--- src/rtl/in_shift_frame_reg.sv ---
// rtl/in_shift_frame_reg.sv - multi-channel serial-to-parallel frame register
// with bit-order select, continuous framing, valid/ack handoff and overrun flag.
module in_shift_frame_reg #(
  parameter int N1 = 102,
  parameter int N2 = 6,
  parameter bit MSB_FIRST = 1'b1,
  localparam int CW = $clog2(N1)
) (
  input  logic                   Clock,
  input  logic                   nReset,
  input  logic                   Start,
  input  logic                   Continuous,
  input  logic                   Stop,
  input  logic                   SelKeep,
  input  logic [N2-1:0]          In,
  output logic [N2-1:0][N1-1:0]  Out,
  output logic                   OutValid,
  input  logic                   OutAck,
  output logic                   Busy,
  output logic [CW-1:0]          BitCnt,
  output logic                   Overrun,
  input  logic                   ClrOvr
);

  typedef enum logic {IDLE, SHIFT} state_t;

  state_t                 state, state_nxt;
  logic [N2-1:0][N1-1:0]  sr, sr_nxt;
  logic                   shift_en, complete, deliver;

  always_ff @(posedge Clock or negedge nReset) begin
    if (!nReset) state <= IDLE;
    else         state <= state_nxt;
  end

  // Stop beats Start, Start beats shifting/completion.
  always_comb begin
    state_nxt = state;
    shift_en  = 1'b0;
    complete  = 1'b0;
    if (Stop) begin
      state_nxt = IDLE;
    end else if (Start) begin
      state_nxt = SHIFT;
    end else if (state == SHIFT && !SelKeep) begin
      shift_en = 1'b1;
      if (BitCnt == CW'(N1 - 1)) begin
        complete = 1'b1;
        if (!Continuous) state_nxt = IDLE;
      end
    end
    deliver = complete && (!OutValid || OutAck);
    for (int c = 0; c < N2; c++) begin
      if (MSB_FIRST) sr_nxt[c] = {sr[c][N1-2:0], In[c]};
      else           sr_nxt[c] = {In[c], sr[c][N1-1:1]};
    end
  end

  always_ff @(posedge Clock or negedge nReset) begin
    if (!nReset) begin
      sr       <= '0;
      BitCnt   <= '0;
      Out      <= '0;
      OutValid <= 1'b0;
      Overrun  <= 1'b0;
    end else begin
      if (Stop || Start) begin
        BitCnt <= '0;
      end else if (shift_en) begin
        sr     <= sr_nxt;
        BitCnt <= complete ? '0 : BitCnt + CW'(1);
      end

      // A completing frame takes the holding register in the same edge it is acked.
      if (deliver) begin
        Out      <= sr_nxt;
        OutValid <= 1'b1;
      end else if (OutValid && OutAck) begin
        OutValid <= 1'b0;
      end

      if (complete && OutValid && !OutAck) Overrun <= 1'b1;
      else if (ClrOvr)                     Overrun <= 1'b0;
    end
  end

  assign Busy = (state == SHIFT);

endmodule
--- config.mk ---
export PLATFORM = sky130hd
export DESIGN_NAME = in_shift_frame_reg
export DESIGN_NICKNAME = d
export VERILOG_FILES = /design/src/rtl/in_shift_frame_reg.sv
export SDC_FILE = /design/constraint.sdc
export NUM_CORES = 2
export LEC_CHECK = 0
export ABC_AREA = 1
export CAP_MARGIN = 25
export CORE_ASPECT_RATIO = 0.75
export CORE_UTILIZATION = 50
export CTS_BUF_LIST = sky130_fd_sc_hd__clkbuf_8
export DETAILED_ROUTE_END_ITERATION = 12
export PLACE_DENSITY = 0.73
export SETUP_SLACK_MARGIN = 0.2
export SYNTH_ARGS = -nofsm -noshare
export SYNTH_HDL_FRONTEND = slang
export SYNTH_SLANG_ARGS = --single-unit
--- constraint.sdc ---
create_clock -name Clock -period 2.8 [get_ports Clock]
set_input_delay 0.28 -clock Clock [delete_from_list [all_inputs] [get_ports Clock]]
set_output_delay 0.28 -clock Clock [all_outputs]
set_load 0.1 [all_outputs]
Yosys cells after proc, flatten, opt, wreduce, memory -nomap -nowiden
Index checks and enable logic that the tools add are counted.
W data, S select, Z words.
{"block": "totals", "register_bits": 1228, "input_bits": 14, "output_inout_bits": 622}
{"block": "classes", "n_addsub": 1, "n_eq_ne": 2, "muxes": 19, "bitwise": 1, "n_reduce_logical": 17}
{"operator": "$mux W7", "count": 3}
{"operator": "$mux W1", "count": 16}
{"operator": "$add A7 B1 Y7 const B", "count": 1}
{"operator": "$eq A7 B7 Y1 const B", "count": 1}
{"operator": "$reduce_bool A2 Y1", "count": 3}
{"operator": "$reduce_bool A3 Y1", "count": 2}
{"operator": "$logic_and A1 B1 Y1", "count": 5}
{"operator": "$logic_not A1 Y1", "count": 3}
{"operator": "$ne A3 B2 Y1 const B", "count": 1}
{"operator": "$reduce_and A3 Y1", "count": 1}
{"operator": "$logic_or A1 B1 Y1", "count": 2}
{"operator": "$reduce_and A2 Y1", "count": 1}
{"operator": "$not A1 Y1", "count": 1}

Logic depth before layout (Yosys ltp)
{"block": "logic_depth", "ltp_word": 8, "ltp_mapped": 10}

Worst setup path after synthesis
OpenSTA, ideal clock, no wires.
{"block": "synth_path", "path_type": "register -> register", "startpoint": "register BitCnt[0]", "endpoint": "register Out[0] in the netlist's numbering", "arrival_time_ns": 2.161, "path_slack_ns": 0.517, "path_stages_with_launch": 10, "n_path_buf": 3, "path_cell_list": "dfrtp_1 ha_1 nand3_1 nor2_2 nand3_1 buf_4 buf_6 buf_2 nand2_1 nand2_1"}
{"block": "synth_between", "elab_chain_cells": 6}
{"element": "from (decl)", "line": "20", "source": "output logic [CW-1:0] BitCnt,"}
{"element": "from (signal assigned)", "line": "71", "source": "BitCnt <= complete ? '0 : BitCnt + CW'(1);"}
{"element": "$eq A7 B7 Y1", "line": "47", "source": "if (BitCnt == CW'(N1 - 1)) begin"}
{"element": "$mux W1", "line": "47"}
{"element": "$mux W1", "line": "45", "source": "end else if (state == SHIFT && !SelKeep) begin"}
{"element": "$mux W1", "line": "43", "source": "end else if (Start) begin"}
{"element": "$mux W1", "line": "41", "source": "if (Stop) begin"}
{"element": "$logic_and A1 B1 Y1", "line": "52", "source": "deliver = complete && (!OutValid || OutAck);"}
{"element": "to (signal assigned)", "line": "76", "source": "Out <= sr_nxt;"}
{"element": "to (decl)", "line": "16", "source": "output logic [N2-1:0][N1-1:0] Out,"}
No other way between the ends.
A chain may end at the register's enable or synchronous reset.

Worst setup path in the final report
{"block": "layout_path", "startpoint": "register BitCnt[1]", "endpoint": "register Out[346] in the netlist's numbering"}
The elaborated chain is that of the path after synthesis.

==> results.sh <==
export IMPL_synth_most_common_cell="nand2_1"
export IMPL_synth_top_area_share_pct=63.7
export IMPL_area_of_the_die_sq_um=97800
export IMPL_layout_worst_path_cycle_share_pct=86.6
export IMPL_remaining_drc_errors=0
export IMPL_final_setup_skew_ns=0.0510
export IMPL_maxSlewHeadroom_pct=26.3
export IMPL_worst_ep_arrival_time_ns=3.23
export IMPL_synth_xor_area_share_pct=0.0363
export IMPL_end_kind="flop"
export IMPL_setup_worst_path_start="BitCnt[1]"
export IMPL_post_drt_wl_per_cell_um=17.7
export IMPL_grt_pass1_vias=37005
export IMPL_area_growth_pct=20.3
export IMPL_clock_sinks=1228
export IMPL_worst_flop_to_flop_path_startpoint="BitCnt[1]"
export IMPL_via_count=39101
export IMPL_status="finished clean"
export IMPL_grt_overflow=0
export IMPL_totalWireLength_um=129000
export IMPL_floorplan_initialDensity_pct=50.6
export IMPL_max_freq_mhz=412
export IMPL_hold_class="in2reg"
export IMPL_power_density_nw_per_um2=577
export IMPL_timing_final_max_slew_violations=0
export IMPL_placementRows=98
export IMPL_report_final_setup_viol=0
export IMPL_worstSkewPairLatency_ns=0.87
export IMPL_cells_after_synth=5350
export IMPL_timing_worst_slew_pin_value_ns=1.10
export IMPL_syn_num_nets=5366
export IMPL_synthTopCellsByArea="dfrtp_1 (64%), nand2_1 (24%), nand4_1 (7.9%), buf_2 (2.6%), clkbuf_1 (0.99%)"
export IMPL_detailed_placer_s_ending_hpwl_um=81000
export IMPL_finalHoldWorstSlack_ns=0.355
export IMPL_critical_path_slowest_cell="buf_4"
export IMPL_port_buffers=635
export IMPL_complex_gate_fraction_of_the_synthesized_area_pct=0.220
export IMPL_synth_adder_area_share_pct=0.0519
export IMPL_setup_tns_final_ns=0
export IMPL_fillerInstances=8048
export IMPL_leakage_uw=0.0336
export IMPL_antenna_found_initial=1
export IMPL_globalRouteMet2Util_pct=38.3
export IMPL_synth_warning_count=0
export IMPL_path_cells="inv_1, ha_1, nand3_1, nor2_4, buf_12, buf_4, nand4_1, nand2_1"
export IMPL_critical_path_max_fanout=55
export IMPL_hold_viol=0
export IMPL_ioPinCount=636
export IMPL_setup_reg_to_reg_worst_slack_ns=0.37
export IMPL_synth_edff_count=0
export IMPL_synth_top_family_by_area="simple AND/OR/NAND/NOR gates"
export IMPL_busiest_layer="met1"
export IMPL_clk_root_buffer_cell="clkbuf_8"
export IMPL_post_cts_resize_count=0
export IMPL_track_usage_pct=26.2
export IMPL_irDropWorstVdd_mv=0.405
export IMPL_synth_mux_area_fraction_pct=0
export IMPL_grt_first_pass_wirelength_um=206000
export IMPL_worst_ep_required_time_ns=3.60
export IMPL_postSynth_topFlopCell="dfrtp_1"
export IMPL_path_clk_slew_ns=0.06
export IMPL_groute_layer_met3_usage_pct=5.66
export IMPL_clock_tree_htree_level_count=4
export IMPL_synthArstFlopShare_pct=100
export IMPL_synth_seq_cells=1228
export IMPL_drt_antenna_violating_nets=0
export IMPL_cts_buffers=183
export IMPL_ctsLongestPathBuffers=3
export IMPL_post_route_min_period_ns=2.43
export IMPL_rsz0062_at_grt="false"
export IMPL_drive_gt1_share_pct=16.6
export IMPL_post_synth_cell_area_avg_sq_um=9.02
export IMPL_count_of_nets_after_finishing=5906
export IMPL_largest_net_degree_at_the_start_of_global_routing=177
export IMPL_drv_max_cap_violation_count=0
export IMPL_ys_seq_area_share_pct=63.7
export IMPL_die_w_um=361
export IMPL_use_met1_pct=38.6
export IMPL_clock_tree_from_tritoncts="yes"
export IMPL_first_iter_violations=3927
export IMPL_worstSetupPathType="reg2reg"
export IMPL_post_cts_setup_bufs=0
export IMPL_post_synth_most_frequent_cells="nand2_1 (3043), dfrtp_1 (1228), nand4_1 (612), buf_2 (251), clkbuf_1 (127)"
export IMPL_detail_route_first_pass_iterations=6
export IMPL_synth_cell_type_count=22
export IMPL_gp_congestion=0.827
export IMPL_netlist_area_sq_um=48300
export IMPL_min_from="SelKeep"
export IMPL_avgViaCountPerCell=5.37
export IMPL_slowest_delay_ns=0.49
export IMPL_synthSimpleGateAreaFrac_pct=31.8
export IMPL_die_height_um=271
export IMPL_floorplan_core_area_sq_um=95400
export IMPL_critPathLaunchType="flop"
export IMPL_synthDominantAreaCellType="dfrtp_1"
-- where the power goes --
part	switching (uW)	internal (uW)	leakage [uW]
Sequential	96.0	17900	0.0171
Clock	7010	7730	0.00215
Combinational	616	185	0.0144
Total	7720	25800	0.0336
-- sequential cells by signal, indices dropped and copies added (netlist names) --
| register | count |
|---|---|
| BitCnt | 7 |
| Busy | 1 |
| Out | 612 |
| OutValid | 1 |
| Overrun | 1 |
| sr | 606 |
-- worst max-delay path: cells and delay by family (launching register included) --
family                   cells  cell delay (ns)
adder cells (fa/ha/maj)      1             0.16
buffers and inverters        3             0.78
flip-flops                   1             0.44
AND/OR/NAND/NOR              4             0.94
-- cell type report --
class / count / area (sq um) / share of cell area [%]
clock inverter: 95 / 561 / 0.965
tap: 1250 / 1560 / 2.69
antenna: 2 / 5.00 / 0.00862
clock buffer: 229 / 3150 / 5.43
inverter: 16 / 67.6 / 0.116
timing repair buffer: 762 / 6470 / 11.1
multi-input combinational: 3699 / 15500 / 26.7
sequential: 1228 / 30700 / 52.9
-- cell families after synthesis --
family | after synthesis
AOI/OAI and AO/OA | 21
DFF | 1228
and+or+nand+nor | 3674
xor gates and xnor gates | 2
adders and majority gates | 2
buffers and inverters | 423
-- repair_timing --
| action | CTS | global route |
|---|---|---|
| endpoints found under the hold margin | 1002 | 0 |
| setup endpoints to repair | 0 | 0 |
| hold buffers | 12 | 0 |
-- final timing paths --
kind,depth (start not counted),end
worst max-delay path,8,Out[346]
worst min-delay path,7,BitCnt[6]
worst max register to register,8,Out[346]
worst min register to register,2,sr[397]
max in group asynchronous,4,Out[305]
min in group asynchronous,3,sr[229]
-- layout by cell type, fill, tap and decap left out, drive strengths merged --
master,Yosys,routed
inv,16,89
dfrtp,1228,1228
nand3,10,10
clkdlybuf4s50,0,12
clkinv,0,13
nand3b,1,1
clkbuf,127,229
nor2,8,8
nand4,612,612
o22ai,1,1
xnor2,1,1
xor2,1,1
diode,0,2
a21oi,1,1
ha,2,2
buf,280,739
clkinvlp,0,5
o21ai,19,19
nand2,3043,3043
dlygate4sd3,0,11
bufinv,0,4
-- metrics by stage --
| stage | power (uW) | cells | util (%) | setup WS (ns) | cell area, sq um |
|---|---|---|---|---|---|
| after global placement | 19100 | 6943 | 56.8 | 0.395 | 54200 |
| after floorplan | 18500 | 5350 | - | 0.517 | 48300 |
| after detailed placement | 19100 | 6943 | 56.8 | 0.352 | 54200 |
| after CTS | 33800 | 7279 | 60.9 | 0.392 | 58100 |
| after global routing | 34700 | 7280 | 60.9 | 0.236 | 58100 |
| final | 33500 | 7281 | 60.9 | 0.374 | 58100 |
-- metal layers --
metal	up-vias	wire length, um
met4	0	3630
met2	1261	58400
met3	220	8590
met5	-	0
met1	19343	58400
li1	18277	-
Power figures use the tool's default switching activity.
